`src/rtl/change_dispenser_ctrl.sv`:
```
// change_dispenser_ctrl: coin payout sequencer with tube inventories and ejector req/ack handshake
module change_dispenser_ctrl #(
  parameter int AMT_W        = 10,
  parameter int CNT_W        = 6,
  parameter int TUBE_MAX     = 50,
  parameter int INIT_DOLLAR  = 10,
  parameter int INIT_QUARTER = 20,
  parameter int INIT_DIME    = 20,
  parameter int ACK_TIMEOUT  = 255,
  parameter int SETTLE_CYC   = 3
) (
  input  logic             clk,
  input  logic             rst_n,
  input  logic             start,
  input  logic [AMT_W-1:0] change_amt,
  input  logic             eject_ack,
  input  logic             refill_d,
  input  logic             refill_q,
  input  logic             refill_m,
  output logic             eject_req,
  output logic [1:0]       coin_sel,
  output logic             busy,
  output logic             done,
  output logic             short_pay,
  output logic             jam,
  output logic [AMT_W-1:0] residual,
  output logic [CNT_W-1:0] cnt_dollar,
  output logic [CNT_W-1:0] cnt_quarter,
  output logic [CNT_W-1:0] cnt_dime
);
  typedef enum logic [2:0] {IDLE, SELECT, EJECT, SETTLE, FINISH, JAM} state_t;
  localparam int TW = $clog2((ACK_TIMEOUT > SETTLE_CYC ? ACK_TIMEOUT : SETTLE_CYC) + 1);
  localparam logic [CNT_W-1:0] MAX_C = CNT_W'(TUBE_MAX);
  localparam logic [AMT_W-1:0] V_D = AMT_W'(100);
  localparam logic [AMT_W-1:0] V_H = AMT_W'(50);
  localparam logic [AMT_W-1:0] V_Q = AMT_W'(25);
  localparam logic [AMT_W-1:0] V_M = AMT_W'(10);
  localparam logic [AMT_W-1:0] V_N = AMT_W'(5);
  state_t state, state_n;
  logic [AMT_W-1:0] rem, rem_n, val;
  logic [1:0] sel, sel_n;
  logic [TW-1:0] tmr;
  logic acked;
  logic [3:1] refill;
  assign acked = state == EJECT && eject_ack;
  assign refill = {refill_d, refill_q, refill_m};
  assign val = sel == 2'd3 ? V_D : sel == 2'd2 ? V_Q : V_M;
  always_comb begin
    state_n = state;
    rem_n = rem;
    sel_n = sel;
    case (state)
      IDLE: if (start) begin
        state_n = SELECT;
        rem_n = change_amt;
      end
      SELECT: begin
        state_n = EJECT;
        if (rem == '0) state_n = FINISH;
        else if (rem >= V_D && cnt_dollar != '0) sel_n = 2'd3;
        else if (rem >= V_Q && cnt_quarter != '0 && (rem >= V_H || rem % V_M == V_N)) sel_n = 2'd2;
        else if (rem >= V_M && cnt_dime != '0) sel_n = 2'd1;
        else state_n = FINISH;
      end
      EJECT: if (eject_ack) begin
        state_n = SETTLE;
        rem_n = rem - val;
      end else if (tmr == TW'(ACK_TIMEOUT - 1)) state_n = JAM;
      SETTLE: if (tmr == TW'(SETTLE_CYC - 1)) state_n = SELECT;
      FINISH: state_n = IDLE;
      default: state_n = JAM;
    endcase
  end
  // the timer restarts on every state change, so it measures time spent in EJECT or SETTLE
  always_ff @(posedge clk or negedge rst_n) begin
    if (!rst_n) begin
      state <= IDLE;
      rem <= '0;
      sel <= '0;
      tmr <= '0;
      residual <= '0;
    end else begin
      state <= state_n;
      rem <= rem_n;
      sel <= sel_n;
      tmr <= state_n != state ? '0 : tmr + TW'(1);
      if (state_n != state && (state_n == FINISH || state_n == JAM)) residual <= rem_n;
    end
  end
  for (genvar t = 1; t <= 3; t++) begin : g_tube
    localparam int INIT = t == 3 ? INIT_DOLLAR : t == 2 ? INIT_QUARTER : INIT_DIME;
    localparam logic [CNT_W-1:0] INIT_C = CNT_W'(INIT > TUBE_MAX ? TUBE_MAX : INIT);
    logic [CNT_W-1:0] c;
    logic dec;
    assign dec = acked && sel == 2'(t);
    always_ff @(posedge clk or negedge rst_n) begin
      if (!rst_n) c <= INIT_C;
      else if (dec && !refill[t]) c <= c - CNT_W'(1);
      else if (!dec && refill[t] && c < MAX_C) c <= c + CNT_W'(1);
    end
  end
  assign cnt_dime = g_tube[1].c;
  assign cnt_quarter = g_tube[2].c;
  assign cnt_dollar = g_tube[3].c;
  assign eject_req = state == EJECT;
  assign coin_sel = state == EJECT ? sel : 2'd0;
  assign busy = state inside {SELECT, EJECT, SETTLE, FINISH};
  assign done = state == FINISH && rem == '0;
  assign short_pay = state == FINISH && rem != '0;
  assign jam = state == JAM;
endmodule

```
`config.mk`:
```
export PLATFORM = sky130hd
export DESIGN_NAME = change_dispenser_ctrl
export DESIGN_NICKNAME = d
export VERILOG_FILES = /design/src/rtl/change_dispenser_ctrl.sv
export SDC_FILE = /design/constraint.sdc
export NUM_CORES = 1
export LEC_CHECK = 0
export ABC_AREA = 0
export CORE_UTILIZATION = 24
export DETAILED_ROUTE_END_ITERATION = 8
export SLEW_MARGIN = 40
export SYNTH_ARGS = -nofsm -noshare
export SYNTH_HDL_FRONTEND = slang
export SYNTH_SLANG_ARGS = --single-unit
export TNS_END_PERCENT = 100
```
`constraint.sdc`:
```
create_clock -name clk -period 2.8 [get_ports clk]
set_clock_uncertainty 0.1 [all_clocks]
set_input_delay 0.42 -clock clk [delete_from_list [all_inputs] [get_ports clk]]
set_output_delay 0.42 -clock clk [all_outputs]
set_load 0.05 [all_outputs]
```
==> out/results.tsv, run 1 <==
metric	value	unit
dr_total_vias	4236	
synthTopCellsByArea	dfrtp_1 (27%), ha_1 (6.3%), a21oi_1 (4.8%)	
worstMarginPinSlew	0.680	ns
yosys_register_bits	51	
fin_ws	-0.472	ns
grt_pass1_wl	20.1	mm
dp_hpwl	9.55	mm
ys_seq_area_share	30.8	%
grt_use_total	14.0	%
cp.arrival	3.36	ns
r2r_start	rem[8]	
finalHoldViolCount	0	
yosysWarningCount	0	
power_switching	4.12	mW
yosysTopAreaCell	dfrtp_1	
clkPwrFrac	8.7	%
p_per_area	1390	nW/um^2
rsz0062_at_grt	true	
irDropWorstVdd	0.558	mV
hp-class	input port to async pin	
fp.dieW	134	um
drcViolationCount	0	
seq_power_share	16.1	%
synth-simple-area-share	19.3	%
stdcell_count	878	
muxShareOfSynthArea	4.27	%
syn_nets	533	
clk_path_buf_depth	2	
floorplan.initialDensity	24.8	%
cts_made_buffers	5	
relSlewSlack	54.7	%
routed_wl	12.5	mm
async_flop_share	100	%
antenna_found_initial	0	
drtIter0Drc	224	
maxCapViolCount	0	
slowest_stage	dfrtp_2	
synthCells	491	
end_kind	flop	
ys.flop_type	dfrtp_1	
clk_latency	0.31	ns
synth_top_area_share	27.1	%
synth_area	4160	um^2
fin_crit_sh	117	%
critPathKind	flop to flop	
switching_share	47.1	%
dieArea	17900	um^2
synth_top_family_by_area	compound AO/OA/AOI/OAI gates	
synth_fa_ha_area_share	8.24	%
setup_tns	-4.68	ns
fin_crit	3.27	ns
placed_cell_area	5870	um^2
area_growth_syn_to_layout	51.8	%
combPwrFrac	75.3	%
grt_max_degree	52	
gr-total-overflow	0	
ys_types	67	
avgSynthCellArea	8.48	um^2
routedWlPerCell	14.3	um
dp_cells	863	
routed_via_density	4.82	
cts_tree	yes	
setup_viol	12	
cts-root-buf	clkbuf_16	
port_buffers	51	
std_cell_rows	47	
crit_required	2.89	ns
critPathMaxStageDelay	0.45	ns
synth_edf_count	0	
pin_count	52	
critPathLaunch	rem[8]	
cp-start-kind	flop	
htreeDepth	2	
clk_pin_slew	0.08	ns
nFillCells	1701	
finalNetCount	699	
cts_hold_buf	0	
pre_cts_ws	-0.482	ns
holdWs	0.128	ns
core	16800	um^2
clock_sinks	51	
final_area	6320	um^2
internal_power	4.63	mW
path_cells	buf_6 -> and2b_2 -> a211o_1 -> o211ai_1 -> o311ai_2 -> and4_1 -> a21oi_2 -> o211ai_1 -> xnor2_2 -> a21oi_4 -> o31ai_4 -> buf_12 -> mux2_2	
status	finished with violations	
drive_gt1_share	33.1	%
max_freq	306	MHz
slew_violations	0	
path_common_cell	o211ai_1	
antenna_cells	0	
antenna_left	0	
leakagePower	2.86	nW
dr.pass1.iters	4	
globalplace.congestion	0.869	
synth-xor-area-share	6.52	%
floorplan.die.height	134	um
violations	negative setup slack	
cp_max_fo	10	
synth-compound-area-share	24.9	%
grt_pass1_vias	4024	
-- registers in the layout (all words and copies together) (netlist names) --
register     cells
tmr              8
cnt_dime         6
state            3
cnt_dollar       6
cnt_quarter      6
residual        10
rem             10
sel              2
-- layer usage --
layer,global-route usage [%],vias to the layer above,routed length (um)
met5,0,-,0
met4,4.92,0,271
met3,2.02,21,526
met2,22.9,89,5940
met1,18.8,2010,5790
li1,-,2116,-
-- final timing paths --
check,depth (start not counted),slack (ns),end
max reg2reg,13,-0.47,residual[8]
max,13,-0.47,residual[8]
min reg2reg,1,0.41,residual[9]
min,2,0.13,cnt_dollar[5]
min in group clk,1,0.41,residual[9]
max in group asynchronous,2,1.98,rem[8]
-- layout make-up --
| type | count | area, um^2 | share of cell area [%] |
|---|---|---|---|
| inverter | 33 | 124 | 1.96 |
| clock inverter | 2 | 38.8 | 0.614 |
| sequential | 51 | 1290 | 20.4 |
| tap | 220 | 275 | 4.36 |
| clock buffer | 6 | 139 | 2.20 |
| timing repair buffer | 184 | 1570 | 24.8 |
| multi-input combinational | 382 | 2890 | 45.7 |
-- metrics by stage --
step / power [mW] / utilization (%)
2_1_floorplan: 5.16 / -
3_3_place_gp: 7.49 / 35.0
3_5_place_dp: 7.53 / 35.0
4_1_cts: 8.43 / 36.4
5_1_grt: 9.42 / 37.7
6_report: 8.76 / 37.7
-- logic make-up after synthesis --
logic type	count (synthesis)
xor+xnor	31
compound gates	154
simple gates	156
mux	16
flops	51
buf+inv	58
fa+ha+maj	25
-- timing repair --
item	CTS	global route
setup endpoints to repair	18	22
pin swaps	4	18
resized for setup	10	42
hold endpoints to repair	0	0
setup buffers	3	4
-- cells in the final DEF, fill, tap and decap left out, types with 3 or more instances in the layout --
cell / instances
a31oi_1: 5
clkbuf_16: 5
nand2_1: 31
o31ai_1: 7
or3_1: 4
a22oi_1: 11
nand3_1: 10
inv_1: 29
or2_2: 3
buf_4: 128
a21oi_2: 9
a21oi_1: 31
nor4_1: 5
xnor2_1: 19
o211ai_1: 5
and3b_1: 3
xor2_1: 11
dfstp_2: 6
buf_12: 5
nor2b_1: 7
ha_1: 19
o21ai_1: 7
a211oi_1: 7
o311ai_0: 3
nor2_1: 40
fa_1: 3
inv_2: 4
nor3_1: 4
dfrtp_1: 43
nand2b_1: 6
and3_1: 13
o22ai_1: 3
a221o_1: 3
a21o_1: 10
o21bai_1: 6
and2b_2: 3
o21ai_0: 19
clkdlybuf4s50_1: 46
mux2_2: 11
-- power by group through the flow --
stage	sequential (mW)	clock, mW	combinational, mW
4_1_cts	1.42	0.789	6.23
3_3_place_gp	1.42	0	6.07
5_1_grt	1.46	0.814	7.15
2_1_floorplan	1.99	0	3.17
3_5_place_dp	1.42	0	6.11
6_report	1.41	0.759	6.59
-- worst max-delay path: cells and delay by family (launching register included) --
| family | cells | cell delay (ns) |
|---|---|---|
| XOR/XNOR | 1 | 0.25 |
| AND/OR/NAND/NOR | 2 | 0.48 |
| AO/OA/AOI/OAI | 7 | 1.21 |
| flip-flops | 1 | 0.45 |
| buffers and inverters | 2 | 0.31 |
| multiplexers | 1 | 0.33 |
-- cell usage after synthesis, types with 3 or more instances --
master    count
dfrtp_1      45
nor2_1       43
a21oi_1      40
inv_1        33
nand2_1      33
o21ai_0      23
ha_1         21
xnor2_1      20
and3_1       14
mux2_2       13
buf_2        12
a22oi_1      11
xor2_1       11
a21o_1       10
nand3_1      10
clkbuf_1      9
nand2b_1      9
a211oi_1      8
nor2b_1       7
nor3_1        7
o31ai_1       7
dfstp_2       6
nor4_1        6
o21bai_1      6
a31oi_1       5
o211ai_1      5
o21ai_1       5
or3_1         5
fa_1          4
o311ai_0      4
or2_2         4
a221o_1       3
and2b_1       3
and3b_1       3
nor3b_1       3
o22ai_1       3
Note: power is estimated with default switching activity, not from simulation.
==> run 2, diff against run 1 <==
--- a/config.mk
+++ b/config.mk
@@ -6,6 +6,7 @@
 export NUM_CORES = 1
 export LEC_CHECK = 0
 export ABC_AREA = 0
+export CORE_MARGIN = 2
 export CORE_UTILIZATION = 24
 export DETAILED_ROUTE_END_ITERATION = 8
 export SLEW_MARGIN = 40
==> out/results.tsv, run 2 (same netlist as run 1, synthesis figures left out) <==
metric	value	unit
area_growth_syn_to_layout	56.2	%
path_common_cell	xnor2_1	
slew_violations	0	
critPathMaxStageDelay	0.47	ns
routed_via_density	4.80	
final_common_cell	buf_4	
drtIter0Drc	172	
port_buffers	51	
combPwrFrac	77.2	%
irDropWorstVdd	0.383	mV
std_cell_rows	48	
power_switching	4.18	mW
grt_use_total	13.8	%
clk_latency	0.29	ns
cp_top_family	compound AO/OA/AOI/OAI gates	
end_kind	flop	
crit_required	2.88	ns
r2r_slack	-0.40	ns
cp-start-kind	flop	
mostFrequentLayoutCells	buf_4 (136), clkdlybuf4s50_1 (46), dfrtp_1 (41)	
hp-class	input port to async pin	
finalHoldViolCount	0	
worstMarginPinSlew	0.548	ns
grt_pass1_vias	4121	
violations	negative setup slack	
top_regs	rem x10, residual x10, tmr x8	
htreeDepth	2	
floorplan.die.height	136	um
status	finished with violations	
drive_gt1_share	36.9	%
rsz0062_at_grt	true	
clkPwrFrac	6.6	%
timing.rr.end	residual[4]	
grt_pass1_wl	20.7	mm
routed_wl	12.9	mm
finalPower	8.90	mW
switching_share	47.0	%
dr_total_vias	4319	
clk_path_buf_depth	2	
maxCapViolCount	0	
cp.arrival	3.28	ns
path_cells	buf_4 -> nand3b_1 -> a21oi_1 -> nor3_2 -> xnor2_1 -> o311ai_2 -> o21ai_1 -> o211ai_1 -> xnor2_1 -> a21oi_2 -> o31ai_4 -> buf_12 -> mux2_2	
seq_power_share	16.2	%
gr-total-overflow	0	
r2r_start	rem[6]	
placed_cell_area	5890	um^2
fin_crit_sh	114	%
pre_cts_ws	-0.469	ns
clk_pin_slew	0.06	ns
rr_worst_depth	13	
clock_sinks	51	
internal_power	4.72	mW
cts-root-buf	clkbuf_16	
cts_tree	yes	
core	17100	um^2
dr.pass1.iters	4	
pin_count	52	
leakagePower	2.96	nW
cts_hold_buf	0	
relSlewSlack	63.3	%
routedWlPerCell	14.3	um
critPathKind	flop to flop	
cp_max_fo	10	
floorplan.initialDensity	24.3	%
fin_ws	-0.399	ns
antenna_cells	0	
critPathBufInv	2	
antenna_found_initial	0	
max_freq	313	MHz
dieArea	18400	um^2
dp_hpwl	9.86	mm
fp.dieW	136	um
p_per_area	1370	nW/um^2
final_area	6500	um^2
cts_made_buffers	5	
finalNetCount	716	
antenna_left	0	
slowest_stage	dfrtp_2	
fin_crit	3.20	ns
setup_viol	11	
globalplace.congestion	0.888	
grt_max_degree	25	
drcViolationCount	0	
## run 2: changes by cell type in the layout (fill, tap and decap cells not counted), sizes merged
cell | before | now
bufinv | 1 | 0
clkinvlp | 0 | 2
clkbuf | 7 | 6
buf | 136 | 154
inv | 34 | 32
## run 2: layer usage
layer / share of wire, % / global-route usage (%) / wire (um)
met1: 45 / 18.3 / 5780
met2: 50 / 23.5 / 6370
met3: 3.8 / 1.95 / 490
met4: 1.7 / 3.88 / 219
met5: 0 / 0 / 0
## run 2: metrics by stage
| stage | setup TNS (ns) | util, % | std cells | hold WS (ns) |
|---|---|---|---|---|
| 2_1_floorplan | -2.31 | - | 491 | 0.0244 |
| 3_3_place_gp | -6.41 | 34.4 | 870 | 0.340 |
| 3_5_place_dp | -6.78 | 34.4 | 870 | 0.338 |
| 4_1_cts | -3.45 | 36.2 | 883 | 0.0177 |
| 5_1_grt | -5.98 | 38.0 | 899 | 0.0449 |
| 6_report | -3.89 | 38.0 | 899 | 0.00392 |
## run 2: worst max-delay path by stage
| stage | from | endpoint | slack (ns) | cells past startpoint |
|---|---|---|---|---|
| 6_report | rem[6] | residual[4] | -0.40 | 13 |
| 5_1_grt | rem[6] | residual[9] | -0.56 | 14 |
| 4_1_cts | rem[6] | residual[9] | -0.35 | 13 |
| 3_5_place_dp | rem[8] | residual[8] | -0.47 | 11 |
| 3_3_place_gp | rem[8] | residual[8] | -0.45 | 11 |
| 2_1_floorplan | rem[6] | residual[0] | -0.24 | 12 |
## run 2: final cells by class
cell class	count	area (um^2)
Fill cell	1722	10600
Multi-Input combinational cell	382	2930
Timing Repair Buffer	201	1740
Sequential cell	51	1290
Tap cell	225	282
Inverter	33	130
Clock buffer	6	129
Clock inverter	1	7.51
## run 2: power by group through the flow
stage | Combinational (mW) | Sequential [mW] | Clock [mW]
after floorplan | 3.17 | 1.99 | 0
after global placement | 6.10 | 1.43 | 0
after detailed placement | 6.14 | 1.43 | 0
after CTS | 6.41 | 1.44 | 0.612
after global routing | 7.45 | 1.49 | 0.640
final | 6.87 | 1.44 | 0.589
## run 2: worst register-to-register path, stage by stage, from the launching register on
cell and delay [ns]:
dfrtp_2 0.47, buf_4 0.17, nand3b_1 0.18, a21oi_1 0.24, nor3_2 0.08, xnor2_1 0.14, o311ai_2 0.25, o21ai_1 0.15
o211ai_1 0.22, xnor2_1 0.18, a21oi_2 0.12, o31ai_4 0.29, buf_12 0.18, mux2_2 0.33
## run 2: what timing repair did
action | in CTS | in global routing
setup buffers | 6 | 17
resized for setup | 28 | 55
pin swaps | 9 | 21
setup endpoints to repair | 17 | 21
==> run 3, diff against run 2 <==
--- a/config.mk
+++ b/config.mk
@@ -6,6 +6,7 @@
 export NUM_CORES = 1
 export LEC_CHECK = 0
 export ABC_AREA = 0
+export CORE_ASPECT_RATIO = 1.1
 export CORE_MARGIN = 2
 export CORE_UTILIZATION = 24
 export DETAILED_ROUTE_END_ITERATION = 8
==> out/results.tsv, run 3 (same netlist as run 1, synthesis figures left out) <==
metric	value	unit
status	finished with violations	
violations	negative setup slack	
irDropWorstVdd	0.770	mV
rr_worst_depth	13	
drtIter0Drc	179	
placed_cell_area	5820	um^2
fin_crit	3.16	ns
finalNetCount	699	
cts_made_buffers	5	
fin_util	37.8	%
cp-start-kind	flop	
htreeDepth	2	
end_kind	flop	
std_cell_rows	50	
port_buffers	51	
clk_pin_slew	0.07	ns
dp_hpwl	9.93	mm
relSlewSlack	62.9	%
final_area	6420	um^2
met2_usage	24.8	%
antenna_left	0	
area_growth_syn_to_layout	54.3	%
slew_violations	0	
drive_gt1_share	35.9	%
rsz0062_at_grt	true	
mostFrequentLayoutCells	buf_4 (124), clkdlybuf4s50_1 (46), dfrtp_1 (41)	
p_per_area	1390	nW/um^2
max_freq	317	MHz
critPathKind	flop to flop	
final_common_cell	buf_4	
met1_usage	18.2	%
timing.rr.end	residual[2]	
maxCapViolCount	0	
dieArea	18400	um^2
cp_max_fo	10	
grt_pass1_wl	21.3	mm
clk_path_buf_depth	2	
floorplan.die.height	142	um
drcViolationCount	0	
pre_cts_ws	-0.462	ns
hp-class	input port to async pin	
clock_sinks	51	
r2r_slack	-0.36	ns
worstMarginPinSlew	0.550	ns
crit_required	2.88	ns
setup_viol	11	
globalplace.congestion	0.888	
fin_crit_sh	113	%
cts-root-buf	clkbuf_16	
routedWlPerCell	14.7	um
routed_wl	13.1	mm
dr.pass1.iters	4	
routed_via_density	4.84	
gr-total-overflow	0	
finalPower	8.93	mW
clk_latency	0.30	ns
grt_max_degree	31	
pin_count	52	
top_usage_layer	met2	
antenna_cells	0	
fp.dieW	130	um
core	17000	um^2
grtUsageMet3	1.69	%
leakagePower	2.90	nW
grt_use_total	14.2	%
top_regs	rem x10, residual x10, tmr x8	
cp.arrival	3.24	ns
finalHoldViolCount	0	
holdWs	0.394	ns
cts_tree	yes	
r2r_start	rem[6]	
floorplan.initialDensity	24.5	%
dr_total_vias	4320	
fin_ws	-0.358	ns
antenna_found_initial	0	
grt_pass1_vias	4319	
-- run 3: cell types whose count changed in the layout (fill, tap and decap cells not counted), sizes merged --
cell / change
dlygate4sd3: +1
bufinv: +1
buf: -18
dlygate4sd2: -1
clkinv: +1
clkinvlp: -1
dlymetal6s2s: +1
-- run 3: report_power, final --
| group | leakage, nW | switching (mW) | internal [mW] |
|---|---|---|---|
| Combinational | 2.20 | 3.59 | 3.17 |
| Sequential | 0.614 | 0.347 | 1.09 |
| Clock | 0.0868 | 0.287 | 0.445 |
| Total | 2.90 | 4.22 | 4.70 |
-- run 3: area by class of cell --
type	instances	area, um^2
fill	1769	10600
sequential	51	1290
inverter	33	130
tap	234	293
clock buffer	6	139
timing repair buffer	184	1590
multi-input combinational	382	2950
clock inverter	2	35.0
-- run 3: worst max path at each step --
stage / endpoint / slack, ns / start / cells past startpoint
floorplan: residual[0] / -0.24 / rem[6] / 12
global placement: residual[5] / -0.43 / rem[6] / 13
detailed placement: residual[4] / -0.46 / rem[6] / 13
CTS: residual[2] / -0.34 / rem[6] / 13
global route: residual[2] / -0.48 / rem[6] / 13
finish: residual[2] / -0.36 / rem[6] / 13
-- run 3: stage by stage --
step | setup TNS (ns) | std cells
floorplan | -2.31 | 491
global placement | -6.16 | 870
detailed placement | -6.59 | 870
CTS | -3.34 | 882
global route | -5.28 | 892
finish | -3.50 | 892
-- run 3: what timing repair did --
action	4_1_cts	5_1_grt
cloned	0	0
hold endpoints to repair	6	0
gates resized for setup	20	68
pin swaps	6	24
endpoints found under the setup margin	16	23
setup buffers	3	11
hold buffers	1	0
-- run 3: metal layers --
layer / up-vias / wire, um
met5: - / 0
met4: 0 / 299
met3: 22 / 380
met2: 89 / 6720
met1: 2082 / 5740
li1: 2127 / -
-- run 3: critical path, cell delays in order (launching register included) --
cell,delay (ns)
dfrtp_2,0.46
buf_6,0.16
nand3b_1,0.20
a21oi_2,0.18
nor3_2,0.06
xnor2_1,0.15
o311ai_2,0.29
o21ai_2,0.11
o211ai_1,0.23
xnor2_1,0.19
a21oi_2,0.11
o31ai_4,0.28
buf_12,0.18
mux2_2,0.33
